### src/rtl/fetch_queue.sv
// fetch_queue: instruction buffer between the fetch stage and decode's IF/ID
// register. Holds up to DEPTH {pc, instr} pairs in a circular FIFO, shows the
// oldest pair to decode, throttles fetch through in_ready and drops every
// buffered pair on a redirect flush.
module fetch_queue #(
    parameter int DEPTH = 4,
    parameter int PTR_W = 2
) (
    input  logic             clk,
    input  logic             reset,
    input  logic             in_valid,
    input  logic [31:0]      in_pc,
    input  logic [31:0]      in_instr,
    output logic             in_ready,
    output logic             out_valid,
    output logic [31:0]      out_pc,
    output logic [31:0]      out_instr,
    input  logic             out_ready,
    input  logic             flush,
    output logic [PTR_W:0]   count
);

    localparam logic [PTR_W:0] FULL_COUNT  = (PTR_W + 1)'(DEPTH);
    localparam logic [PTR_W:0] EMPTY_COUNT = '0;

    // Pointers and occupancy; pointers wrap for free because DEPTH is 2**PTR_W.
    logic [PTR_W-1:0] wr_ptr_reg;
    logic [PTR_W-1:0] wr_ptr_next;
    logic [PTR_W-1:0] rd_ptr_reg;
    logic [PTR_W-1:0] rd_ptr_next;
    logic [PTR_W:0]   count_reg;
    logic [PTR_W:0]   count_next;

    // Accepted transfers this cycle (flush vetoes both).
    logic push;
    logic pop;

    // Pair storage, {pc, instr} per entry. Not reset: a stale entry is never
    // visible because the head is masked whenever the queue is empty.
    logic [63:0] mem [DEPTH];
    logic [63:0] head_entry;

    // Handshake flags come from registered count only, so in_ready has no
    // combinational path from out_ready; a full queue refuses a push even
    // if decode pops in the same cycle.
    assign in_ready  = (count_reg != FULL_COUNT);
    assign out_valid = (count_reg != EMPTY_COUNT);
    assign count     = count_reg;

    assign push = in_valid  && in_ready  && !flush;
    assign pop  = out_valid && out_ready && !flush;

    // Head is read straight from storage so a pop exposes the next pair in the
    // cycle right after the edge; empty queue shows an all-zero nop.
    assign head_entry = mem[rd_ptr_reg];
    assign out_pc     = out_valid ? head_entry[63:32] : 32'h0000_0000;
    assign out_instr  = out_valid ? head_entry[31:0]  : 32'h0000_0000;

    // Next-state for pointers and occupancy; flush wins over push and pop.
    always_comb begin
        wr_ptr_next = wr_ptr_reg;
        rd_ptr_next = rd_ptr_reg;
        count_next  = count_reg;
        if (flush) begin
            wr_ptr_next = '0;
            rd_ptr_next = '0;
            count_next  = '0;
        end else begin
            if (push) begin
                wr_ptr_next = wr_ptr_reg + 1'b1;
            end
            if (pop) begin
                rd_ptr_next = rd_ptr_reg + 1'b1;
            end
            case ({push, pop})
                2'b10:   count_next = count_reg + 1'b1;
                2'b01:   count_next = count_reg - 1'b1;
                default: count_next = count_reg;
            endcase
        end
    end

    // Control state; reset clears it immediately, independent of clk.
    always_ff @(posedge clk or negedge reset) begin
        if (!reset) begin
            wr_ptr_reg <= '0;
            rd_ptr_reg <= '0;
            count_reg  <= '0;
        end else begin
            wr_ptr_reg <= wr_ptr_next;
            rd_ptr_reg <= rd_ptr_next;
            count_reg  <= count_next;
        end
    end

    // Write the incoming pair into the tail slot on an accepted push.
    always_ff @(posedge clk) begin
        if (push) begin
            mem[wr_ptr_reg] <= {in_pc, in_instr};
        end
    end

endmodule
### config.mk
export PLATFORM = sky130hd
export DESIGN_NAME = fetch_queue
export DESIGN_NICKNAME = d
export VERILOG_FILES = /design/src/rtl/fetch_queue.sv
export SDC_FILE = /design/constraint.sdc
export NUM_CORES = 1
export LEC_CHECK = 0
export CELL_PAD_IN_SITES_DETAIL_PLACEMENT = 1
export CELL_PAD_IN_SITES_GLOBAL_PLACEMENT = 1
export CORE_MARGIN = 2
export CORE_UTILIZATION = 43
export CTS_CLUSTER_DIAMETER = 50
export DETAILED_ROUTE_END_ITERATION = 7
export GPL_TIMING_DRIVEN = 0
export PLACE_DENSITY_LB_ADDON = 0.1
export SLEW_MARGIN = 25
export SYNTH_ARGS = -nofsm -noshare
export SYNTH_HDL_FRONTEND = slang
export SYNTH_SLANG_ARGS = --single-unit
### constraint.sdc
create_clock -name clk -period 2.8 [get_ports clk]
set_input_delay 0.56 -clock clk [delete_from_list [all_inputs] [get_ports clk]]
set_output_delay 0.56 -clock clk [all_outputs]
set_load 0.1 [all_outputs]
==> results.md, run 1 <==
* Outcome: complete, no violations
* Top cell type by total area after synthesis: edfxtp_1
* Switch share at 41.1%
* Reg-to-Reg End: mem[1][7]
* IO buf count at roughly 140
* H-tree Lvls at 1
* Nets at approximately 730
* Internal power at slightly above 9000 µW
* Reg2reg path depth at 5
* Xor and xnor area share after synthesis at less than 1%
* Peak VDD IR at ~0.97 mV
* Seq/Total Area, Yosys at 76.7%
* Setup CP Type: flop to primary output
* Cell variety after synth at 36
* Largest family of logic cells by synthesized area: multiplexers
* Via/cell ratio at approximately 5.1
* Final core occ at between 50% and 60%
* Core area at around 23000 µm²
* Die width at roughly 160 µm
* Slew Limit Fails at 0
* Tcrit/Tclk final at 97.7%
* Total gr overflow at 0
* Critical path arrival at between 2 and 2.5 ns
* Cell area after synthesis at between 10000 and 15000 µm²
* Slew margin rel. at approximately a third
* Clock Power Share at 27.0%
* Via count at approximately 5100
* Layout cells sized above 1 at a little over a third
* Synth top area share at between 70 and 80%
* Placer congestion estimate at a little under 0.7
* Critical Path RT at between 2 and 2.5 ns
* First-pass GRT wire length at between 30000 and 40000 µm
* CTS buffer count at 31
* Hold buffer count at CTS at 0
* Syn_area_per_cell at ~22 µm²
* CP Capture Type: primary output
* Cells after synthesis at 472
* Final min period at around 2.7 ns
* Die ar. at 25100 µm²
* Pre-CTS WS at -0.507 ns
* Clk sinks at roughly 260
* Initial Utilization at between 40% and 50%
* 1st-iter DRT viols at between 150 and 200
* Fmax achieved at ~370 MHz
* # diodes at 0
* Dpl hpwl at around 13000 µm
* Adder-Cell Fraction of Synth Area at less than 1%
* Logic gate share of total power at 43.2%
* HP Class: input pin to async pin
* Synthesized Nets at ~550
* Drt first pass iters at 6
* Mux contribution to synthesized area at about 14%
* Clock slew at reported path FFs at around 0.060 ns
* Simple-gate share of the synthesized area at 5.23%
* YS warnings at 0
* Final setup margin at 0.0648 ns
* Maximum number of pins on one net before global-route repair at 39
* Area of the multi-input gates at about 2200 µm²
* Setup repair after global routing missed its margin: true
* Setup violations, final at 0
* FF-to-FF setup slack at about 0.53 ns
* Sequential cell area at between 7000 and 8000 µm²
* Worst Setup SP: rd_ptr_reg[0]
* Worst-case clock skew at ~0.015 ns
* DRT antenna net count at 0
* Ports at 138
* FF+latch count, synth at 263
* Wire length per cell at roughly 22 µm
* Die height at 158 µm
* Fillers at between 2000 and 2500
* EDFF count, synth at between 200 and 300
* CTS tree: done
* Initial antenna violation count at 1
* Clock Tree Buf Depth at 3
* Vias in the first global route at ~5800
* Wirelength, routed at ~22000 µm
* Crit path launch type: flop
* Synth area leaders: edfxtp_1 75%, mux4_2 14%, and2_1 4.1%, dfrtp_1 1.7%, buf_6 0.66%
* Final hold vios at 0
* DP Area at roughly 12000 µm²
* Drt drc at 0
* Pwr dens at between 1000 and 1500 nW/µm²
* Commonest non-fill, non-tap cell in the layout: edfxtp_1
* Tot Pwr at 15400 µW
* Synth Flop Type: edfxtp_1
* Commonest cells after routing, fill and taps aside: 256 x edfxtp_1, 70 x clkdlybuf4s50_1, 64 x mux4_2
* CTS root buf: clkbuf_16
* Total GRT Usage at 17.7%
* Max-cap violations at 0
* Async set-reset flop share out of synthesis at under 10%
* Leak at roughly 0.0045 µW
* Seq pwr share at between 20% and 30%
* CP max FO at 11
* Layout area overhead at 30.5%
* Rows at 56
* Worst Tran Pin Value at 0.969 ns
* Clock latency on the worst-skew pair at 0.55 ns
* Net Sw Power at around 6300 µW
* Max reg flops at roughly 260
* Critical R2R Launch: count[2]
* Complex-gate fraction of the synthesized area at under 10%
* Post-route cell area at 13400 µm²
[worst max-delay path by stage]
stage / endpoint / slack (ns)
global placement: mem[1][57] / -0.64
floorplan: out_instr[22] / 0.02
CTS: out_pc[13] / -0.09
detailed placement: out_instr[8] / -0.51
finish: out_pc[0] / 0.06
global route: out_pc[31] / -0.007
[power groups by stage]
stage	sequential, µW	combinational, µW	clock (µW)
finish	4580	6650	4160
global route	4590	6930	4400
CTS	4580	6440	4240
detailed placement	4650	6410	0
global placement	4650	6380	0
floorplan	4740	4810	0
[worst max-delay path: stages, from the launching register on]
cell	delay [ns]
dfrtp_1	0.39
buf_12	0.18
buf_4	0.13
mux4_2	0.48
and2_1	0.17
buf_2	0.29
[metal layers]
| metal | share of wire [%] | global-route usage [%] | wire [µm] | up-vias |
|---|---|---|---|---|
| met4 | 1.8 | 4.50 | 402 | 2 |
| met1 | 41 | 22.3 | 8900 | 2637 |
| met3 | 5.9 | 4.16 | 1290 | 35 |
| met5 | 0.055 | 0 | 12 | - |
| li1 | - | - | - | 2282 |
| met2 | 51 | 31.1 | 11200 | 125 |
[cells by family after synthesis]
logic type,Yosys count
AOI/OAI and AO/OA,15
xor gates and xnor gates,3
adders and majority gates,5
buffers and inverters,32
DFF,263
muxes,66
and+or+nand+nor,88
[per-stage QoR]
step	setup TNS [ns]	hold slack, ns	instances
after floorplan	0	0.264	472
after global placement	-185.05	0.582	927
after detailed placement	-24.62	0.598	931
after CTS	-1.14	0.304	990
after global routing	-0.0419	0.320	996
final	0	0.315	996
[cell type report]
| class | instances | area share, % |
|---|---|---|
| multi-input cells | 177 | 16.7 |
| clock inverters | 22 | 2.11 |
| clock buffers | 34 | 5.88 |
| inverters | 5 | 0.140 |
| plain buffers | 24 | 1.80 |
| flip-flops and latches | 263 | 58.8 |
| repair buffers | 152 | 11.6 |
| well taps | 319 | 2.98 |
[repair_timing]
action | CTS | global route
gates cloned | 0 | 1
setup buffers | 6 | 5
resized for setup | 415 | 51
setup endpoints to repair | 66 | 58
[cells in the mapped netlist (all sizes together), types with 3 or more instances]
library cell    n
nand2b          3
ha              4
and2           68
nor2            6
clkbuf          8
buf            19
dfrtp           7
mux4           64
edfxtp        256
xor2            3
inv             5
a21oi           3
Note: power is estimated with default switching activity, not from simulation.
==> inputs of run 2 (changes only) <==
--- a/config.mk
+++ b/config.mk
@@ -12,7 +12,9 @@
 export CTS_CLUSTER_DIAMETER = 50
 export DETAILED_ROUTE_END_ITERATION = 7
 export GPL_TIMING_DRIVEN = 0
+export MAX_ROUTING_LAYER = met4
 export PLACE_DENSITY_LB_ADDON = 0.1
+export REMOVE_ABC_BUFFERS = 1
 export SLEW_MARGIN = 25
 export SYNTH_ARGS = -nofsm -noshare
 export SYNTH_HDL_FRONTEND = slang
==> run 2 against run 1 <==
Power up 6.5%. Utilization is 2.1 points higher. Worst setup slack worse by 0.060 ns. Final area up 3.7%. Worst hold slack worse by 0.020 ns. Count of clock-buffer cells in the layout is 5 higher. Clock power decreased by 4%. Die area unchanged. Critical endpoint is now out_instr[8]. Highest routed layer is now met4.
==> results.md, run 2 (synthesis gave the netlist of run 1 again) <==
* Outcome: complete, no violations (unchanged)
* Total GRT Usage at 19.6% (was 17.7%)
* Rows at 56 (unchanged)
* CP max-delay cell: dfrtp_4 (was mux4_2)
* Reg-to-Reg End: mem[3][24] (was mem[1][7])
* Commonest non-fill, non-tap cell in the layout: edfxtp_1 (unchanged)
* Setup repair after global routing missed its margin: true (unchanged)
* CP Buf/Inv Count at 3 (unchanged)
* CTS root buf: clkbuf_16 (unchanged)
* Final min period at 2.80 ns (was 2.74 ns)
* Tcrit/Tclk final at 99.8% (was 97.7%)
* CP max stage delay at 0.53 ns (was 0.48 ns)
* CP Capture Type: primary output (unchanged)
* DP Area at 12000 µm² (was 12100 µm²)
* Post-route cell area at 13900 µm² (was 13400 µm²)
* CP delay by family, top: flip-flops (was buffers and inverters)
* FF-to-FF setup slack at 0.53 ns (about the same)
* Die height at 158 µm (unchanged)
* Commonest cells after routing, fill and taps aside: 256 x edfxtp_1, 68 x clkdlybuf4s50_1, 64 x mux4_2 (was 256 x edfxtp_1, 70 x clkdlybuf4s50_1, 64 x mux4_2)
* Crit path launch type: flop (unchanged)
* Ports at 138 (unchanged)
* IO buf count at 137 (was 136)
* Initial antenna violation count at 1 (unchanged)
* Drt drc at 0 (unchanged)
* Setup violations, final at 0 (unchanged)
* Final hold vios at 0 (unchanged)
* Worst hold slack at 0.295 ns (was 0.315 ns)
* Critical path arrival at 2.24 ns (was 2.18 ns)
* Clock Tree Buf Depth at 3 (unchanged)
* Reg2reg path depth at 4 (was 5)
* CP max FO at 8 (was 11)
* Layout area overhead at 35.3% (was 30.5%)
* Clock latency on the worst-skew pair at 0.54 ns (was 0.55 ns)
* Slew margin rel. at 35.6% (was 35.2%)
* CTS buffer count at 30 (was 31)
* Dpl hpwl at 11800 µm (was 13100 µm)
* Fillers at 1982 (was 2024)
* Placer congestion estimate at 0.719 (was 0.683)
* Vias in the first global route at 5848 (was 5752)
* Total gr overflow at 0 (unchanged)
* HP Class: input pin to async pin (unchanged)
* Setup CP Type: flop to primary output (unchanged)
* Via/cell ratio at 5.27 (was 5.10)
* Wirelength, routed at 23200 µm (was 21800 µm)
* Core area at 23500 µm² (unchanged)
* Most frequent CP cell: buf_12
* Wire length per cell at 23.6 µm (was 21.9 µm)
* H-tree Lvls at 1 (unchanged)
* Hold buffer count at CTS at 0 (unchanged)
* Slew Limit Fails at 0 (unchanged)
* Critical R2R Launch: count[2] (unchanged)
* CTS tree: done (unchanged)
* Pwr dens at 1180 nW/µm² (was 1150 nW/µm²)
* First-pass GRT wire length at 34900 µm (was 33100 µm)
* Worst-case clock skew at 0.0188 ns (was 0.0150 ns)
* Clk sinks at 263 (unchanged)
* Die width at 158 µm (unchanged)
* Via count at 5178 (was 5081)
* Initial Utilization at 43.7% (unchanged)
* Tot Pwr at 16400 µW (was 15400 µW)
* Drt first pass iters at 4 (was 6)
* DRT antenna net count at 0 (unchanged)
* Critical Path RT at 2.24 ns (about the same)
* Worst Tran Pin Value at 0.970 ns (was 0.969 ns)
* Fmax achieved at 358 MHz (was 366 MHz)
* Critical path, cell by cell: buf_12 -> buf_16 -> mux4_2 -> and2_4 -> buf_12 (was buf_12 -> buf_4 -> mux4_2 -> and2_1 -> buf_2)
* Peak VDD IR at 0.805 mV (was 0.975 mV)
* Nets at 712 (was 728)
* Leak at 0.00462 µW (was 0.00450 µW)
* Max-cap violations at 0 (unchanged)
* Maximum number of pins on one net before global-route repair at 40 (was 39)
* Clock slew at reported path FFs at 0.06 ns (about the same)
* Die ar. at 25100 µm² (unchanged)
* 1st-iter DRT viols at 269 (was 171)
* Max reg flops at 256 (unchanged)
* Final core occ at 59.1% (was 57.0%)
* Layout cells sized above 1 at 37.8% (was 34.9%)
-- run 2: changes by cell type in the layout (fill, tap and decap cells not counted), moves of 8 or more --
cell	delta
and2_2	-8
buf_6	-12
buf_2	-10
buf_12	+41
buf_4	-31
and2_1	-31
and2_4	+39
-- run 2: worst max-delay path by stage --
| stage | start | to | slack [ns] | cells past startpoint |
|---|---|---|---|---|
| finish | rd_ptr_reg[0] | out_instr[8] | 0.005 | 5 |
| global route | rd_ptr_reg[0] | out_instr[8] | -0.05 | 5 |
| CTS | rd_ptr_reg[0] | out_pc[31] | -0.02 | 5 |
| detailed placement | count[0] | out_pc[8] | -0.57 | 3 |
| global placement | rd_ptr_reg[0] | out_pc[8] | -3.49 | 3 |
| floorplan | rd_ptr_reg[0] | out_instr[0] | -1.59 | 2 |
-- run 2: through the flow --
stage | worst slack (ns) | TNS, ns | instances
floorplan | -1.59 | -273.94 | 445
global placement | -3.49 | -784.50 | 901
detailed placement | -0.568 | -60.31 | 908
CTS | -0.0188 | -0.116 | 983
global route | -0.0483 | -0.865 | 982
finish | 0.00470 | 0 | 983
-- run 2: area by class of cell --
| class | count | area (µm²) | area share [%] |
|---|---|---|---|
| sequential | 263 | 7870 | 56.7 |
| multi-input combinational | 180 | 2360 | 17.0 |
| timing repair buffer | 158 | 2200 | 15.8 |
| clock buffer | 39 | 806 | 5.81 |
| tap | 319 | 399 | 2.88 |
| clock inverter | 17 | 221 | 1.60 |
| inverter | 5 | 18.8 | 0.135 |
| antenna | 2 | 5.00 | 0.0361 |
-- run 2: per-layer routing --
metal | part of all wire (%) | vias to the layer above | wire, µm | track usage [%]
met1 | 41 | 2746 | 9440 | 24.7
li1 | - | 2259 | - | -
met5 | 0 | - | 0 | -
met3 | 4.9 | 28 | 1130 | 3.51
met4 | 1.7 | 0 | 406 | 4.29
met2 | 53 | 145 | 12300 | 33.7
-- run 2: worst register-to-register path, delay by kind of cell, from the launching register on --
| family | cells | cell delay, ns |
|---|---|---|
| and+or+nand+nor | 3 | 1.08 |
| DFF | 1 | 0.54 |
| buffers and inverters | 1 | 0.32 |
-- run 2: power by group --
part	switching (µW)	total (µW)	internal [µW]
logic	4930	7710	2790
clock network	1520	4010	2490
registers	151	4670	4520
total	6600	16400	9790
-- run 2: what timing repair did --
item                       4_1_cts  5_1_grt
setup endpoints to repair       69       63
pin swaps                        2        0
gates cloned                     8        0
setup buffers                   11        0
gates resized for setup        530       65
